==> src/rtl/bamse_irq_ctrl.sv <==
// Eight-source edge-triggered interrupt controller for the PacoBlaze interrupt/ack handshake.
// Define IRQ_ROUNDROBIN_EN for rotating priority; the default is fixed lowest-index priority.
module bamse_irq_ctrl #(
    parameter int          NSRC      = 8,
    parameter logic [7:0]  BASE_ADDR = 8'h10
) (
    input  logic            clk,
    input  logic            rst,
    input  logic [NSRC-1:0] irq_src,
    input  logic [7:0]      port_id,
    input  logic [7:0]      port_in,
    input  logic            wen,
    input  logic            ren,
    output logic [7:0]      port_out,
    output logic            hit,
    output logic            interrupt,
    input  logic            interrupt_ack
);

    typedef enum logic [1:0] {IDLE, REQ, SERVICE} state_t;

    state_t          state;
    state_t          state_nxt;
    logic [NSRC-1:0] sync1;
    logic [NSRC-1:0] sync2;
    logic [NSRC-1:0] edge_q;
    logic [NSRC-1:0] rise;
    logic [NSRC-1:0] enable;
    logic [NSRC-1:0] pending;
    logic [NSRC-1:0] pending_nxt;
    logic [NSRC-1:0] cand;
    logic [7:0]      cand8;
    logic [7:0]      win_oh;
    logic [7:0]      offset;
    logic [2:0]      winner;
    logic [2:0]      k;
    logic [2:0]      vec_idx;
    logic            found;
    logic            ack_take;
    logic            wr_enable;
    logic            wr_pending;
    logic            wr_eoi;
    logic            unused_ren;

    assign unused_ren = ren;

    // Subtracting the base keeps the decode correct even if the window wraps past 8'hFF.
    assign offset     = port_id - BASE_ADDR;
    assign hit        = (offset[7:2] == 6'd0);
    assign wr_enable  = wen && hit && (offset[1:0] == 2'd0);
    assign wr_pending = wen && hit && (offset[1:0] == 2'd1);
    assign wr_eoi     = wen && hit && (offset[1:0] == 2'd3);

    assign rise      = sync2 & ~edge_q;
    assign cand      = pending & enable;
    assign cand8     = 8'(cand);
    assign win_oh    = 8'b1 << winner;
    assign interrupt = (state == REQ);

`ifdef IRQ_ROUNDROBIN_EN
    logic [2:0] ptr;

    always_comb begin
        winner = '0;
        found  = 1'b0;
        k      = '0;
        for (int i = 0; i < NSRC; i++) begin
            k = 3'((int'(ptr) + 1 + i) % NSRC);
            if (!found && cand8[k]) begin
                found  = 1'b1;
                winner = k;
            end
        end
    end

    always_ff @(posedge clk or negedge rst) begin
        if (!rst)
            ptr <= '0;
        else if (ack_take)
            ptr <= winner;
    end
`else
    always_comb begin
        winner = '0;
        found  = 1'b0;
        k      = '0;
        for (int i = 0; i < NSRC; i++) begin
            k = 3'(i);
            if (!found && cand8[k]) begin
                found  = 1'b1;
                winner = k;
            end
        end
    end
`endif

    // Candidates are checked before the ack so a retracted request is never serviced.
    always_comb begin
        state_nxt = state;
        ack_take  = 1'b0;
        case (state)
            IDLE:    if (cand != '0) state_nxt = REQ;
            REQ: begin
                if (cand == '0) begin
                    state_nxt = IDLE;
                end else if (interrupt_ack) begin
                    state_nxt = SERVICE;
                    ack_take  = 1'b1;
                end
            end
            SERVICE: if (wr_eoi) state_nxt = IDLE;
            default: state_nxt = IDLE;
        endcase
    end

    // New edges are OR-ed in last so they survive a same-cycle clear.
    always_comb begin
        pending_nxt = pending;
        if (wr_pending)
            pending_nxt = pending_nxt & ~port_in[NSRC-1:0];
        if (ack_take)
            pending_nxt = pending_nxt & ~win_oh[NSRC-1:0];
        pending_nxt = pending_nxt | rise;
    end

    always_ff @(posedge clk or negedge rst) begin
        if (!rst) begin
            state   <= IDLE;
            sync1   <= '0;
            sync2   <= '0;
            edge_q  <= '0;
            enable  <= '0;
            pending <= '0;
            vec_idx <= '0;
        end else begin
            state   <= state_nxt;
            sync1   <= irq_src;
            sync2   <= sync1;
            edge_q  <= sync2;
            pending <= pending_nxt;
            if (wr_enable)
                enable <= port_in[NSRC-1:0];
            if (ack_take)
                vec_idx <= winner;
        end
    end

    always_comb begin
        port_out = 8'h00;
        if (hit) begin
            case (offset[1:0])
                2'd0:    port_out = 8'(enable);
                2'd1:    port_out = 8'(pending);
                2'd2:    port_out = {(state == SERVICE), 4'b0000, vec_idx};
                default: port_out = 8'h00;
            endcase
        end
    end

endmodule

==> config.mk <==
export PLATFORM = sky130hd
export DESIGN_NAME = bamse_irq_ctrl
export DESIGN_NICKNAME = d
export VERILOG_FILES = /design/src/rtl/bamse_irq_ctrl.sv
export SDC_FILE = /design/constraint.sdc
export NUM_CORES = 1
export LEC_CHECK = 0
export ABC_AREA = 1
export CAP_MARGIN = 30
export CORE_MARGIN = 8
export CORE_UTILIZATION = 53
export CTS_BUF_LIST = sky130_fd_sc_hd__clkbuf_8
export CTS_CLUSTER_DIAMETER = 60
export DETAILED_ROUTE_END_ITERATION = 8
export GPL_TIMING_DRIVEN = 0
export PLACE_DENSITY = 0.81
export SLEW_MARGIN = 40
export SYNTH_ARGS = -nofsm -noshare
export SYNTH_HDL_FRONTEND = slang
export SYNTH_SLANG_ARGS = --single-unit
==> constraint.sdc <==
create_clock -name clk -period 1.59 [get_ports clk]
set_clock_uncertainty 0.15 [all_clocks]
set_input_delay 0.2385 -clock clk [delete_from_list [all_inputs] [get_ports clk]]
set_output_delay 0.2385 -clock clk [all_outputs]
set_load 0.02 [all_outputs]
* Word level (Yosys, flattened, before mapping)
Index checks and enable logic that the tools add are counted.
Storage, ports and cells: register bits 45, input bits 29, output and inout bits 10, word-level logic and storage cells 75
Cells by class: add/subtract/negate cells 1, equality and inequality tests 8, shifts and indexed selects 1, mux-type cells 26, bitwise logic cells 8, reduce and logical (&&, ||, !) cells 24
Operator list (count):
- 8-bit bitwise AND | 4
- 8-bit 2-to-1 mux | 3
- 8-bit inverter | 3
- 8-bit case mux with 3 select lines | 1
- 3-bit 2-to-1 mux | 5
- 1-bit logical AND | 11
- 1-bit 2-to-1 mux | 11
- 2-bit 2-to-1 mux | 5
- 8-bit zero test | 1
- 8-bit bitwise OR | 1
- 8-bit nonzero test | 1
- 1-bit by 3-bit << shifter with 8-bit output (first input constant) | 1
- 8-bit by 5-bit subtractor with 8-bit output (second input constant) | 1
- 1-bit zero test | 7
- 2-bit equality test (second input constant) | 3
- 6-bit zero test | 1
- 2-bit case mux with 3 select lines | 1
- 2-bit by 1-bit equality test with 1-bit output (second input constant) | 2
- 2-bit zero test | 2
- 2-bit != test (second input constant) | 2
- 3-bit by 1-bit != test with 1-bit output (second input constant) | 1
- 3-bit AND reduction | 1

* Logic depth before layout (Yosys ltp)
Gate-level depths: netlist of run 1.
depth in word-level cells 28, mapped depth 9, mapped depth without buffers 9

* Least setup slack after synthesis of run 1
OpenSTA, ideal clock, no wires.
kind flip-flop to flip-flop, start register state[1], end register pending[6], library setup time 0.119 ns, data arrival time 1.237 ns, required time 1.321 ns, setup slack 0.083 ns, stages on the path, launching flop included 6, path buffers 1, path through dfrtp_1 nor2_1 nand3_2 buf_6 o21ai_2 nand2_1
Between the ends: longest elaborated chain between the ends 4
RTL lines:
- start: declaration | RTL line 22 | state_t state;
- start signal: assignment | RTL line 136 | state <= state_nxt;
- 2-bit by 1-bit equality test with 1-bit output
- net interrupt | RTL line 16 | output logic interrupt,
- 1-bit 2-to-1 mux | RTL line 101 | case (state)
- 8-bit 2-to-1 mux | RTL line 121 | if (ack_take)
- 8-bit bitwise OR | RTL line 123 | pending_nxt = pending_nxt | rise;
- net pending_nxt[6] | RTL line 30 | logic [NSRC-1:0] pending_nxt;
- end signal: assignment | RTL line 140 | pending <= pending_nxt;
- end: declaration | RTL line 29 | logic [NSRC-1:0] pending;
The timed path passes the listed nets, and every way through them passes these cells. A chain may end at the register's enable or synchronous reset.

* Final worst setup path of run 1
start register enable[1], end register pending[0]
Between the ends: longest elaborated chain between the ends 26, elaborated cells between the ends (all ways) 35, those cells by class shift (1); mux (16); bitwise (4); reduce/logical (14)
RTL lines:
- start: declaration | RTL line 28 | logic [NSRC-1:0] enable;
- start signal: assignment | RTL line 142 | enable <= port_in[NSRC-1:0];
- 8-bit bitwise AND * | RTL line 55 | assign cand = pending & enable;
- 1-bit logical AND | RTL line 89 | if (!found && cand8[k]) begin
- 1-bit 2-to-1 mux | RTL line 89
- 1-bit zero test | RTL line 89
- 1-bit logical AND | RTL line 89
- 1-bit 2-to-1 mux | RTL line 89
- 1-bit zero test | RTL line 89
- 1-bit logical AND | RTL line 89
- [... 11 more ...]
- 1-bit logical AND | RTL line 89
- 3-bit 2-to-1 mux | RTL line 89
- 1-bit by 3-bit << shifter with 8-bit output | RTL line 57 | assign win_oh = 8'b1 << winner;
- 8-bit inverter | RTL line 122 | pending_nxt = pending_nxt & ~win_oh[NSRC-1:0];
- 8-bit bitwise AND | RTL line 122
- 8-bit 2-to-1 mux * | RTL line 121
- 8-bit bitwise OR * | RTL line 123
- net pending_nxt[0] | RTL line 30
The timed path passes the listed nets; every way through them passes the cells marked *.

==> results.sh, run 1 <==
export IMPL_status="completed"
export IMPL_clkLatencyLatePin_ns=0.30
export IMPL_drt_total_wl_um=4350
export IMPL_synth_warnings=0
export IMPL_io_buffer_count=37
export IMPL_synth_area_leader_cell="dfrtp_1"
export IMPL_worstPathMaxFanout=6
export IMPL_grt_use_total=0.144
export IMPL_min_path_type="in -> reg"
export IMPL_fin_util=0.744
export IMPL_hold_depth=4
export IMPL_htreeDepth=2
export IMPL_dpl_worst_slack_ns=-0.823
export IMPL_critical_path_class="reg -> reg"
export IMPL_yosysUniqueCellTypes=27
export IMPL_rrSetupSlack_ns=0.01
export IMPL_postSynthAreaPerCell_um2=9.70
export IMPL_reg2regPathDepth=8
export IMPL_setup_viol=0
export IMPL_syn_area_um2=2030
export IMPL_crit_path_start_kind="flop"
export IMPL_required_ns=1.63
export IMPL_leakage_nw=1.37
export IMPL_cts_root_buf="clkbuf_8"
export IMPL_nFillCells=273
export IMPL_hold_viol_final=0
export IMPL_first_global_vias=1525
export IMPL_drv_cap=0
export IMPL_drt_iter0_drc=87
export IMPL_syn_nets=238
export IMPL_crit_reg2reg_launch="enable[1]"
export IMPL_num_vias=1608
export IMPL_synth_top_area_share=0.555
export IMPL_drcViolationCount=0
export IMPL_row_count=22
export IMPL_antenna_found_initial=0
export IMPL_coreArea_um2=3660
export IMPL_area_delta_synth_final_pct=34.2
export IMPL_numCtsBuffers=5
export IMPL_grt_first_pass_wirelength_um=6890
export IMPL_holdPathEnd="state[1]"
export IMPL_slew_violations=0
export IMPL_dpl_hpwl_um=2830
export IMPL_peakVddDrop_uv=737
export IMPL_die_x_um=77.9
export IMPL_syn_inst=209
export IMPL_ys_ff_latch=45
export IMPL_start_util=0.554
export IMPL_drtAntennaViolNets=0
export IMPL_multi_input_area_um2=823
export IMPL_dieArea_um2=6060
export IMPL_clkSinkCount=45
export IMPL_grt_start_max_net_pins=46
export IMPL_first_pass_iters=4
export IMPL_dp_cells=294
export IMPL_ios=39
export IMPL_tightestPinTransition_ns=0.531
export IMPL_rsz0062_at_grt="true"
export IMPL_fin_cells=317
export IMPL_wl_per_cell_um=13.7
export IMPL_endpoint_kind="flop"
export IMPL_via_per_inst=5.07
export IMPL_cp_startpoint="enable[1]"
export IMPL_rr_endpoint="pending[0]"
export IMPL_hold_start="port_id[1]"
export IMPL_setup_ws_ns=0.0116
export IMPL_ff_latch_area_um2=1130
export IMPL_gp_congestion=0.826
export IMPL_ys_seq_area_frac=0.555
export IMPL_fin_crit_ns=1.58
export IMPL_max_freq_mhz=634
export IMPL_num_antenna_cells=0
export IMPL_synth_area_top_cells="dfrtp_1 (56%), nand2_1 (11%), inv_1 (5.2%)"
export IMPL_cp_data_arrival_time_ns=1.62
export IMPL_overflow=0
export IMPL_power_density_nw_per_um2=960
export IMPL_slew_headroom=0.646
export IMPL_max_clock_path_buffers=2
export IMPL_finalCritPeriodShare=0.993
export IMPL_drive_gt1_frac=0.335
export IMPL_tritoncts="done"
export IMPL_path_clk_slew_ns=0.08
export IMPL_die_y_um=77.9
export IMPL_nets=297
==> layout make-up <==
cell class / count / area share
plain buffers: 2 / 0.00827
clock buffers: 5 / 0.0253
clock inverters: 3 / 0.0156
inverters: 32 / 0.0469
multi-input cells: 130 / 0.302
flip-flops and latches: 45 / 0.414
well taps: 48 / 0.0221
repair buffers: 52 / 0.166
==> flip-flops by register name (all words and copies together), names as in the netlist <==
register	cells
state	2
vec_idx	3
pending	8
enable	8
edge_q	8
sync2	8
sync1	8
==> routing by layer <==
layer,share of wire,vias to the layer above,track usage
met1,0.43,747,0.167
met4,0.032,0,0.0868
met2,0.47,62,0.225
met5,0,-,0
li1,-,784,-
met3,0.072,15,0.0507
==> cells in the mapped netlist <==
| cell | instances |
|---|---|
| inv_1 | 28 |
| nor3_2 | 1 |
| inv_2 | 4 |
| dfrtp_1 | 45 |
| o211ai_1 | 3 |
| nand3_2 | 1 |
| nor2_2 | 3 |
| nor3_1 | 1 |
| nor2_1 | 3 |
| a31oi_1 | 3 |
| buf_6 | 2 |
| nand3_1 | 10 |
| o21ai_1 | 2 |
| a221oi_1 | 1 |
| nand3_4 | 1 |
| nand4_2 | 1 |
| nand2_4 | 2 |
| o211a_1 | 1 |
| nand4_1 | 2 |
| mux2_4 | 3 |
| nor2_4 | 2 |
| o21ai_2 | 11 |
| a21oi_1 | 5 |
| nand2_1 | 61 |
| nor2_8 | 1 |
| o21a_1 | 5 |
| nand2_2 | 7 |
==> how the worst max path moves through the flow <==
stage / endpoint / slack (ns)
after detailed placement: port_out[3] / -0.82
final: pending[0] / 0.01
after CTS: pending[0] / 0.002
after global routing: pending[0] / -0.06
after floorplan: pending[6] / 0.08
after global placement: edge_q[1] / -0.97
==> timing repair <==
action,CTS,global route
pin swaps,5,12
hold buffers,1,0
hold endpoints to repair,45,0
buffers inserted,5,9
resized for setup,66,24
endpoints found under the setup margin,11,19
==> stage by stage <==
step	TNS (ns)	hold slack (ns)	power (mW)	area [um2]
3_3_place_gp	-54.27	0.181	1.71	2460
5_1_grt	-0.229	0.180	2.73	2720
4_1_cts	0	0.209	2.57	2610
3_5_place_dp	-11.43	0.109	1.72	2460
6_report	0	0.172	2.61	2720
2_1_floorplan	0	-0.207	1.55	2030
==> power by group <==
part | switching [mW] | total, mW | internal (mW) | leakage, nW
combinational | 0.257 | 0.466 | 0.209 | 0.781
sequential | 0.0708 | 1.31 | 1.24 | 0.525
clock | 0.375 | 0.840 | 0.465 | 0.0595
total | 0.703 | 2.61 | 1.91 | 1.37
==> cells in the final DEF, fill, tap and decap left out, drive strengths merged, types with 3 or more instances in the layout <==
cell	count
nand2	70
dfrtp	45
inv	32
buf	27
clkdlybuf4s50	18
o21ai	13
nand3	12
nor2	9
clkbuf	7
dlygate4sd2	6
o21a	5
a21oi	5
o211ai	3
a31oi	3
mux2	3
nand4	3
==> critical path, stage by stage, from the launching register on <==
cell	delay, ns
dfrtp_1	0.44
nand2_2	0.11
nand2_2	0.09
nor2_4	0.18
nand4_4	0.14
nand2_4	0.10
nand3_1	0.11
nand2_2	0.09
nand2_1	0.05
==> logic make-up after synthesis <==
| logic type | synth area share |
|---|---|
| AOI/OAI and AO/OA | 0.113 |
| buffers and inverters | 0.0703 |
| DFF | 0.555 |
| muxes | 0.0222 |
| and+or+nand+nor | 0.239 |
Power figures use the tool's default switching activity.
==> inputs of run 2 (changes only) <==
GPL_ROUTABILITY_DRIVEN = 0   (was unset)
==> results of run 2 <==
No change in the layout: final DEF, timing and power equal those of run 1.
==> inputs of run 3 (changes only) <==
GPL_TIMING_DRIVEN = unset   (was 0)
==> run 3 against run 2 <==
Effect of this change: the flow now finishes with violations (setup timing); sequential share of layout area down 3.8 points; sequential cell count unchanged; critical endpoint is now port_out[0]; clock-buffer cell count up 1; worst setup slack worse by 0.047 ns; die area unchanged; fmax down 2.9%; highest routed layer unchanged; non-clock buffer count up 25.
==> results.sh, run 3 (same netlist as run 1, synthesis figures left out) <==
export IMPL_path_delay_family="flip-flops"
export IMPL_slew_headroom=0.832
export IMPL_overflow=0
export IMPL_power_density_nw_per_um2=926
export IMPL_clkSinkCount=45
export IMPL_required_ns=1.20
export IMPL_finalCritPeriodShare=1.02
export IMPL_violations="setup timing"
export IMPL_crit_path_start_kind="flop"
export IMPL_first_pass_iters=4
export IMPL_hold_viol_final=0
export IMPL_drtAntennaViolNets=0
export IMPL_num_vias=1784
export IMPL_slew_violations=0
export IMPL_ff_latch_area_um2=1130
export IMPL_crit_path_top_delay_cell="dfrtp_1"
export IMPL_first_global_vias=1742
export IMPL_multi_input_area_um2=872
export IMPL_num_antenna_cells=0
export IMPL_grt_start_max_net_pins=46
export IMPL_dieArea_um2=6060
export IMPL_nFillCells=214
export IMPL_seq_power_share=0.467
export IMPL_dpl_hpwl_um=3140
export IMPL_setup_tns_ns=-0.0515
export IMPL_p_sw_frac=0.265
export IMPL_drive_gt1_frac=0.432
export IMPL_htreeDepth=2
export IMPL_area_delta_synth_final_pct=47.8
export IMPL_max_clock_path_buffers=2
export IMPL_p_int_mw=2.04
export IMPL_rsz0062_at_grt="true"
export IMPL_io_buffer_count=37
export IMPL_start_util=0.554
export IMPL_status="complete, but fails checks"
export IMPL_min_path_type="reg -> reg"
export IMPL_drt_iter0_drc=104
export IMPL_grt_first_pass_wirelength_um=7710
export IMPL_die_y_um=77.9
export IMPL_fin_cells=342
export IMPL_setup_ws_ns=-0.0351
export IMPL_drv_cap=0
export IMPL_nets=322
export IMPL_max_stage_delay_ns=0.42
export IMPL_p_sw_uw=735
export IMPL_grt_use_total=0.161
export IMPL_clkPwrFrac=0.316
export IMPL_die_x_um=77.9
export IMPL_path_clk_slew_ns=0.08
export IMPL_ios=39
export IMPL_coreArea_um2=3660
export IMPL_fin_crit_ns=1.63
export IMPL_numCtsBuffers=5
export IMPL_critical_path_class="reg -> out"
export IMPL_max_freq_mhz=615
export IMPL_clkLatencyLatePin_ns=0.30
export IMPL_dp_cells=323
export IMPL_endpoint_kind="output port"
export IMPL_via_per_inst=5.22
export IMPL_fin_util=0.819
export IMPL_crit_chain="inv_2 -> o211ai_1 -> nand2_1 -> inv_1 -> buf_6"
export IMPL_leakage_nw=1.50
export IMPL_drcViolationCount=0
export IMPL_worstPathMaxFanout=2
export IMPL_final_common_cell="nand2_1"
export IMPL_final_cell_mix="nand2_1 (48), dfrtp_1 (45), buf_4 (38), inv_1 (21), clkdlybuf4s50_1 (18)"
export IMPL_peakVddDrop_uv=849
export IMPL_tritoncts="done"
export IMPL_p_comb_frac=0.217
export IMPL_wl_per_cell_um=15.8
export IMPL_tightestPinTransition_ns=0.251
export IMPL_cp_data_arrival_time_ns=1.24
export IMPL_cts_root_buf="clkbuf_8"
export IMPL_row_count=22
export IMPL_setup_viol=2
export IMPL_worst_path_buf_inv=3
export IMPL_antenna_found_initial=0
export IMPL_drt_total_wl_um=5400
==> run 3: final timing paths <==
| kind | start | endpoint | slack [ns] | depth (start not counted) |
|---|---|---|---|---|
| setup / recovery | pending[0] | port_out[0] | -0.04 | 5 |
| hold / removal | sync1[0] | sync2[0] | 0.20 | 0 |
| setup reg to reg | enable[1] | pending[2] | -0.02 | 9 |
| hold reg to reg | sync1[0] | sync2[0] | 0.20 | 0 |
| max in group asynchronous | rst | sync1[6] | 0.81 | 3 |
| min in group asynchronous | rst | sync1[4] | 0.29 | 3 |
==> run 3: power by group through the flow <==
stage,Sequential [mW],Combinational [mW],Clock [mW]
after global routing,1.30,0.654,0.955
after detailed placement,1.31,0.522,0
final,1.30,0.603,0.878
after CTS,1.28,0.537,0.900
after global placement,1.30,0.515,0
after floorplan,1.30,0.246,0
==> run 3: repair_timing <==
action | in CTS | in global routing
hold buffers | 1 | 0
endpoints found under the setup margin | 26 | 21
buffers inserted | 5 | 6
hold endpoints to repair | 45 | 0
pin swaps | 11 | 11
resized for setup | 72 | 32
==> run 3: layout make-up <==
cell class                 instances  area share
clock buffer                       6      0.0275
clock inverter                     2      0.0125
inverter                          32      0.0417
multi-input combinational        130       0.291
sequential                        45       0.376
tap                               48      0.0200
timing repair buffer              79       0.232
==> run 3: metal layers <==
metal / wire (um) / track usage
met3: 331 / 0.0588
met4: 199 / 0.0830
met1: 2090 / 0.169
met5: 0 / 0
met2: 2780 / 0.275
==> run 3: through the flow <==
step / hold slack, ns / worst slack [ns] / power (mW) / cell area (um2)
final: 0.202 / -0.0351 / 2.78 / 3000
after global routing: 0.211 / -0.141 / 2.91 / 3000
after CTS: 0.204 / 0.00393 / 2.72 / 2870
after detailed placement: 0.0818 / -0.768 / 1.83 / 2690
after global placement: 0.0789 / -0.742 / 1.82 / 2690
after floorplan: -0.207 / 0.0832 / 1.55 / 2030
==> run 3: worst reg2reg max path, cell delays in order, from the launching register on <==
cell	delay, ns
dfrtp_1	0.41
buf_6	0.14
nand2_4	0.07
nand2_4	0.07
nor2_4	0.19
nand4_1	0.13
nand2_2	0.12
nand3_2	0.09
nand2_2	0.08
nand2_2	0.06
